$ cat config.mk
export PLATFORM = sky130hd
export DESIGN_NAME = core2wb_pipelined
export DESIGN_NICKNAME = d
export VERILOG_FILES = /design/src/rtl/core2wb_pipelined.sv
export SDC_FILE = /design/constraint.sdc
export NUM_CORES = 1
export LEC_CHECK = 0
export ABC_AREA = 1
export CORE_UTILIZATION = 25
export CTS_BUF_LIST = sky130_fd_sc_hd__clkbuf_8
export DETAILED_ROUTE_END_ITERATION = 8
export PLACE_DENSITY = 0.65
export SLEW_MARGIN = 25
export SYNTH_ARGS = -nofsm -noshare
export SYNTH_HDL_FRONTEND = slang
export SYNTH_SLANG_ARGS = --single-unit
$ cat constraint.sdc
create_clock -name clk -period 7.52 [get_ports clk]
set_input_delay 1.504 -clock clk [delete_from_list [all_inputs] [get_ports clk]]
set_output_delay 1.504 -clock clk [all_outputs]
set_load 0.02 [all_outputs]
$ cat src/rtl/core2wb_pipelined.sv
// rtl/core2wb_pipelined.sv - Ibex req/gnt/rvalid to pipelined Wishbone B4 bridge
// Registered request stage plus an outstanding-transfer counter; responses pass through combinationally.
module core2wb_pipelined #(
  parameter int DW = 32,
  parameter int AW = 32,
  parameter int MAX_OUTSTANDING = 2,
  localparam int SW = DW / 8,
  localparam int OFS = $clog2(SW),
  localparam int WAW = AW - OFS,
  localparam int CW = $clog2(MAX_OUTSTANDING + 1)
) (
  input  logic           clk,
  input  logic           rst,
  input  logic           core_req,
  output logic           core_gnt,
  input  logic [AW-1:0]  core_addr,
  input  logic           core_we,
  input  logic [SW-1:0]  core_be,
  input  logic [DW-1:0]  core_wdata,
  output logic           core_rvalid,
  output logic [DW-1:0]  core_rdata,
  output logic           core_err,
  output logic           wb_cyc,
  output logic           wb_stb,
  output logic [WAW-1:0] wb_adr,
  output logic [SW-1:0]  wb_sel,
  output logic           wb_we,
  output logic [DW-1:0]  wb_dat_o,
  input  logic [DW-1:0]  wb_dat_i,
  input  logic           wb_ack,
  input  logic           wb_err,
  input  logic           wb_stall
);

  localparam logic [CW:0] MAX_C = (CW+1)'(MAX_OUTSTANDING);

  logic           stb_q;
  logic [WAW-1:0] adr_q;
  logic [SW-1:0]  sel_q;
  logic           we_q;
  logic [DW-1:0]  dat_q;
  logic [CW-1:0]  cnt_q;

  logic           issue;
  logic           resp;
  logic           accept;
  logic [CW:0]    committed;
  logic           unused_addr_lsb;

  assign unused_addr_lsb = ^core_addr[OFS-1:0];

  // Same-cycle responses are not credited back, so the grant is conservative.
  assign committed = {1'b0, cnt_q} + {{CW{1'b0}}, stb_q};
  assign issue     = stb_q && !wb_stall;
  assign resp      = (wb_ack || wb_err) && (cnt_q != '0);
  assign core_gnt  = (!stb_q || !wb_stall) && (committed < MAX_C);
  assign accept    = core_req && core_gnt;

  always_ff @(posedge clk) begin
    if (rst) begin
      stb_q <= 1'b0;
      cnt_q <= '0;
    end else begin
      if (accept) begin
        stb_q <= 1'b1;
      end else if (issue) begin
        stb_q <= 1'b0;
      end
      if (issue && !resp) begin
        cnt_q <= cnt_q + CW'(1);
      end else if (resp && !issue) begin
        cnt_q <= cnt_q - CW'(1);
      end
    end
  end

  // Payload only moves on a grant, which keeps it stable across wb_stall.
  always_ff @(posedge clk) begin
    if (accept) begin
      adr_q <= core_addr[AW-1:OFS];
      sel_q <= core_we ? core_be : '1;
      we_q  <= core_we;
      dat_q <= core_wdata;
    end
  end

  assign wb_stb      = stb_q;
  assign wb_cyc      = stb_q || (cnt_q != '0);
  assign wb_adr      = adr_q;
  assign wb_sel      = sel_q;
  assign wb_we       = we_q;
  assign wb_dat_o    = dat_q;

  assign core_rvalid = resp;
  assign core_err    = resp && wb_err;
  assign core_rdata  = wb_dat_i;

endmodule

Yosys cells after proc, flatten, opt, wreduce, memory -nomap -nowiden. Index checks and enable logic that the tools add are counted.

Register bits after elaboration: 70.

Mux-type cells: 4. Order comparisons: 1. Add/subtract/negate cells: 3. Reductions and logical operators: 17.

Operators with widths (number): logical AND 1 bit (7); nonzero test 2 bit (3); zero test 1 bit (4); 2-to-1 mux 2 bit (2); adder 2 x 1 -> 3 bit (1); logical OR 1 bit (3); less-than comparator 3 x 2 -> 1 bit (second input constant) (1); adder 2 x 1 -> 2 bit (second input constant) (1); 2-to-1 mux 1 bit (2); subtractor 2 x 1 -> 2 bit (second input constant) (1).

Logic depth before layout (Yosys ltp). Gate-level depths: netlist of run 1.

Depth after elaboration: 6. Depth in mapped cells: 10. Mapped depth without buffers: 10.

Worst setup path after synthesis of run 1. Ideal clock, no wire load.

Kind: in2reg. Start: input port wb_stall. End: register adr_q[0], in the netlist wb_adr[0], enable pin. Setup slack: 775 ps. Arrival time: 6170 ps. Stages: 3. Required time: 6946 ps. Cells stage by stage: nand2_1 -> inv_1 -> nor3_1.

Longest elaborated chain between the ends: 4.

RTL lines: start: declaration (RTL line 32) `input logic wb_stall`; zero test 1 bit (RTL line 56) `assign core_gnt = (!stb_q || !wb_stall) && (committed < MAX_C);`; logical OR 1 bit (RTL line 56); logical AND 1 bit (RTL line 56); logical AND 1 bit (RTL line 57) `assign accept = core_req && core_gnt;`; net accept (RTL line 46) `logic accept;`; end signal: assignment (RTL line 80) `adr_q <= core_addr[AW-1:OFS];`; end: declaration (RTL line 38) `logic [WAW-1:0] adr_q;`.

The timed path passes the listed nets, and every way through them passes these cells. A chain may end at the register's enable or synchronous reset.

Final worst setup path of run 1.
Start: input port wb_err. End: output port core_rvalid.

Longest elaborated chain between the ends: 2.

RTL lines: start: declaration (RTL line 31) `input logic wb_err,`; logical OR 1 bit (RTL line 55) `assign resp = (wb_ack || wb_err) && (cnt_q != '0);`; logical AND 1 bit (RTL line 55); end: declaration (RTL line 20) `output logic core_rvalid,`.

Every way passes these cells.

==> reports/qor.csv, run 1 <==
metric,value,unit
status,completed,
Critical Path Start Type,input port,
placed cells,391,
post-CTS sizing,0,
Residual DRC,0,
Post-CTS Setup Bufs,0,
Syn. warnings,0,
Die Wd,102,um
placed cell area,0.00387,mm2
Post-Syn Area,0.00249,mm2
sequential area share after synthesis,83.0,%
most common cell in the netlist,edfxtp_1,
final clock skew,0.0118,ns
maximum vdd ir drop,0.252,mV
"Setup violations, final",0,
# nets final,377,
Cells after Synth,145,
Slew headroom,43.4,%
Post-synth top cells,"edfxtp_1 (67), buf_4 (32), inv_1 (16), nand2_1 (13), nor2_1 (4)",
Synth async-reset ratio,0,%
Total GRT Usage,10.8,%
fin area,0.00410,mm2
die area,0.0104,mm2
DIE HEIGHT,102,um
core area,0.00973,mm2
crit path kind,input port to output port,
hold_buf cts,0,
first-pass GRT wire length,7820,um
worst-case clock buffer depth,2,
DR pass1 iterations,4,
CP required,6.02,ns
final core utilization,42.1,%
via count,1534,
num rows,36,
Yosys top cell by area,edfxtp_1,
syn nets,253,
DP HPWL,4280,um
drt wl/cell,14.0,um
Starting Density,25.6,%
GP Congestion,0.722,
"Avg Cell Area, Syn",17.2,um2
Post-synth top flop,edfxtp_1,
Hold WS,0.530,ns
Root Buffer,clkbuf_8,
vias in the first global route,1442,
final hold violation count,0,
initial antenna violation count,0,
share of cells above drive strength 1,6.93,%
"Clk Latency, worst-skew pair",0.34,ns
CTS tree,built,
worst setup margin,3.18,ns
actual slew at the worst max-slew pin,0.849,ns
largest cells by area after synthesis,"edfxtp_1 (81%), buf_4 (9.6%), dfxtp_1 (2.4%), inv_1 (2.4%), nand2_1 (2.0%)",
"CTS clk-pin slew, worst paths",0.08,ns
Netlist cell types,14,
CTS Buf Count,9,
GRT Residual Overflow,0,
area share of the largest cell type after synthesis,80.6,%
number of port buffers,144,
power per cell area,316,mW/mm2
Final period util,57.7,%
Fin Setup TNS,0,ns
Area growth syn-to-layout,64.2,%
RSZ-0062 raised after global routing,no,
Tightest Hold Check Type,register to register,
Initial DRC Count,37,
I/O Pins,211,
Leak,1.49,nW
maxcap violations,0,
critical path arrival,2.84,ns
diode count,0,
total power,1.30,mW
Non-Filler Instances,407,
Final Max Slew Viols,0,
Synth Register Bits,70,
CTS Sinks,70,
CP Max Fanout,2,
largest net degree at the start of global routing,68,
dpl ws,3.15,ns
fin crit period,4.34,ns
Post-synth EDFFs,67,
H-Tree Depth,3,
fmax,230,MHz
via-per-instance ratio,3.77,
WL final,5700,um
endpoint class of the critical path,output port,
remaining antenna violation count,0,
## placed cells by master (no fill, tap or decap), types with 2 or more instances in the layout
master | synthesis | layout
edfxtp_1 | 67 | 67
nor2_1 | 4 | 4
inv_1 | 16 | 17
clkbuf_8 | 0 | 9
o21ai_0 | 3 | 3
clkdlybuf4s50_1 | 0 | 144
bufinv_16 | 0 | 2
nand2_1 | 13 | 13
dfxtp_1 | 3 | 3
inv_6 | 0 | 2
## worst paths after layout
kind / start / endpoint / slack (ns) / cells after the start
hold reg to reg: cnt_q[0] / cnt_q[0] / 0.53 / 2
hold / removal: cnt_q[0] / cnt_q[0] / 0.53 / 2
setup reg to reg: wb_stb / wb_dat_o[28] / 5.79 / 4
setup / recovery: wb_err / core_rvalid / 3.18 / 4
## area by class of cell
type                    count  area (um2)
flip-flops and latches     70        2070
multi-input cells          26         124
inverters                  17        63.8
fillers                   905        5630
clock inverters             7        97.6
well taps                 133         166
repair buffers            145        1450
clock buffers               9         124
## metal layers
metal / global-route usage (%) / vias up / part of all wire (%)
met3: 5.27 / 25 / 11
li1: - / 718 / -
met1: 11.0 / 697 / 36
met4: 8.35 / 0 / 3.8
met2: 17.0 / 94 / 49
met5: 0 / - / 0
## worst max-delay path, stage by stage
cell             delay, ns
clkdlybuf4s50_1       0.42
o21ai_0               0.28
inv_1                 0.08
clkdlybuf4s50_1       0.54
## power breakdown
| part | internal, mW | switching (mW) | total [mW] |
|---|---|---|---|
| logic | 0.183 | 0.222 | 0.405 |
| registers | 0.534 | 0.0221 | 0.556 |
| clock network | 0.189 | 0.147 | 0.336 |
## flip-flops by register name (all words and copies together), names as in the netlist
register,cells
cnt_q,2
wb_we,1
wb_stb,1
wb_dat_o,32
wb_sel,4
wb_adr,30
## kinds of logic after synthesis
logic type	after synthesis	synth area share, %
AOI/OAI and AO/OA	4	0.802
adders and majority gates	1	0.501
buffers and inverters	49	12.2
DFF	70	83.0
and+or+nand+nor	21	3.46
No activity file was read; power rests on OpenSTA's default activity.
==> run 2, diff against run 1 <==
- clock period: 7.52 -> 4.55 ns (I/O delays scaled with it)
==> reports/qor.csv, run 2 (synthesis results as in run 1) <==
metric,value,unit,change
crit path kind,input port to output port,,unchanged
WL final,5620,um,was 5700 um
via count,1561,,was 1534
Initial DRC Count,27,,was 37
CP required,3.64,ns,was 6.02 ns
"CTS clk-pin slew, worst paths",0.07,ns,was 0.08 ns
endpoint class of the critical path,output port,,unchanged
Die Wd,102,um,unchanged
initial antenna violation count,0,,unchanged
vias in the first global route,1455,,was 1442
reg2reg start,cnt_q[1],,was wb_stb
"leading cell type in the layout, fill and taps excluded",clkdlybuf4s50_1,,unchanged
launch point of the worst path,wb_stall,,was wb_err
DIE HEIGHT,102,um,unchanged
Slew headroom,66.1,%,was 43.4%
CTS Sinks,70,,unchanged
Post-Route M1 WL,1930,um,was 2050 um
Starting Density,25.6,%,unchanged
clock group share of total power,25.2,%,was 25.9%
met3 WL,659,um,was 655 um
actual slew at the worst max-slew pin,0.509,ns,was 0.849 ns
drt wl/cell,13.8,um,was 14.0 um
Residual DRC,0,,unchanged
sequential share of power,43.1,%,was 42.9%
diode count,0,,unchanged
# nets final,378,,was 377
Fillers,910,,was 905
remaining antenna violation count,0,,unchanged
max layer used,met4,,unchanged
total power,2.13,mW,was 1.30 mW
"Clk Latency, worst-skew pair",0.34,ns,about the same
share of cells above drive strength 1,6.91,%,was 6.93%
maximum vdd ir drop,0.158,mV,was 0.252 mV
H-Tree Depth,3,,unchanged
GP Congestion,0.697,,was 0.722
first-pass GRT wire length,7330,um,was 7820 um
final clock skew,0.0126,ns,was 0.0118 ns
I/O Pins,211,,unchanged
switching share of power,29.8,%,was 30.2%
maxcap violations,0,,unchanged
Root Buffer,clkbuf_8,,unchanged
Post-CTS Setup Bufs,0,,unchanged
Total GRT Usage,10.1,%,was 10.8%
critical path's top delay family,buffers and inverters,,unchanged
Fin Setup TNS,0,ns,unchanged
GRT Residual Overflow,0,,unchanged
Register Area,0.00207,mm2,unchanged
fmax,322,MHz,
Critical Path Max Stage Delay,0.61,ns,was 0.54 ns
fin crit period,3.11,ns,
multi-input combinational cell area,130,um2,was 124 um2
Sw Pwr,635,uW,was 392 uW
DR pass1 iterations,4,,unchanged
Tightest Hold Check Type,register to register,,unchanged
Area growth syn-to-layout,64.4,%,was 64.2%
final hold violation count,0,,unchanged
most frequent CP cell,clkdlybuf4s50_1,,unchanged
DP HPWL,4250,um,was 4280 um
number of port buffers,144,,unchanged
via-per-instance ratio,3.83,,was 3.77
WP depth,5,,was 4
post-CTS sizing,0,,unchanged
met2 WL,2840,um,was 2780 um
CP Max Fanout,2,,unchanged
reg2reg setup slack,3.05,ns,was 5.79 ns
critical path arrival,2.20,ns,was 2.84 ns
Setup crit end,core_gnt,,was core_rvalid
die area,0.0104,mm2,unchanged
logic gate share of total power,31.6,%,was 31.2%
Critical Path Slowest Stage Cell,clkdlybuf4s50_1,,unchanged
"Buf+Inv Stages, Crit Path",3,,unchanged
hold_buf cts,0,,unchanged
FF-to-FF End,wb_dat_o[22],,was wb_dat_o[28]
status,completed,,unchanged
max FFs per register,32,,unchanged
"critical path, cell by cell",clkdlybuf4s50_1 -> nand2_1 -> inv_1 -> nor2_1 -> clkdlybuf4s50_1,,was clkdlybuf4s50_1 -> o21ai_0 -> inv_1 -> clkdlybuf4s50_1
reg2reg path depth,4,,unchanged
"Setup violations, final",0,,unchanged
CTS tree,built,,unchanged
CTS Buf Count,9,,unchanged
num rows,36,,unchanged
worst-case clock buffer depth,2,,unchanged
power per cell area,519,mW/mm2,was 316 mW/mm2
Critical Path Start Type,input port,,unchanged
Internal Power,1.49,mW,was 905 uW
RSZ-0062 raised after global routing,no,,unchanged
Hold WS,0.515,ns,was 0.530 ns
Final Max Slew Viols,0,,unchanged
Leak,1.49,nW,about the same
most frequent cells in the layout,"clkdlybuf4s50_1 (144), edfxtp_1 (67), inv_1 (17)",,unchanged
Final period util,68.3,%,
largest net degree at the start of global routing,43,,was 68
core area,0.00973,mm2,unchanged
[run 2: routing by layer]
metal | vias to the layer above | GRT usage, %
met4 | 0 | 7.69
met5 | - | 0
met2 | 91 | 16.7
met1 | 725 | 9.46
li1 | 721 | -
met3 | 24 | 5.20
[run 2: final cells by class]
type / count / share of cell area (%)
clock inverter: 7 / 2.17
inverter: 17 / 1.56
sequential: 70 / 50.5
tap: 133 / 4.06
multi-input combinational: 26 / 3.17
clock buffer: 9 / 3.02
timing repair buffer: 146 / 35.5
[run 2: worst min-delay path by stage]
stage	endpoint	from	cells after the start	slack, ns
6_report	cnt_q[0]	cnt_q[0]	2	0.52
5_1_grt	cnt_q[0]	cnt_q[0]	2	0.54
4_1_cts	cnt_q[0]	cnt_q[0]	2	0.52
3_5_place_dp	cnt_q[0]	cnt_q[0]	2	0.51
3_3_place_gp	cnt_q[0]	cnt_q[0]	2	0.49
2_1_floorplan	cnt_q[0]	cnt_q[0]	2	0.48
[run 2: power by group through the flow]
stage | Clock [mW] | Sequential (mW) | Combinational (mW)
2_1_floorplan | 0 | 1.10 | 0.196
3_3_place_gp | 0 | 0.929 | 0.673
3_5_place_dp | 0 | 0.934 | 0.684
4_1_cts | 0.560 | 0.920 | 0.685
5_1_grt | 0.581 | 0.931 | 0.718
6_report | 0.537 | 0.917 | 0.673
[run 2: worst min-delay path: stages (launching register included)]
cell and delay, ns:
dfxtp_1 0.33, inv_2 0.08, a21oi_1 0.06
[run 2: stage by stage]
stage	setup slack, ns	utilization (%)	cell area (um2)	cells
after floorplan	0.417	-	2500	145
after global placement	1.44	40.0	3890	392
after detailed placement	1.44	40.0	3890	392
after CTS	1.44	42.2	4100	408
after global routing	1.40	42.2	4100	408
final	1.44	42.2	4100	408
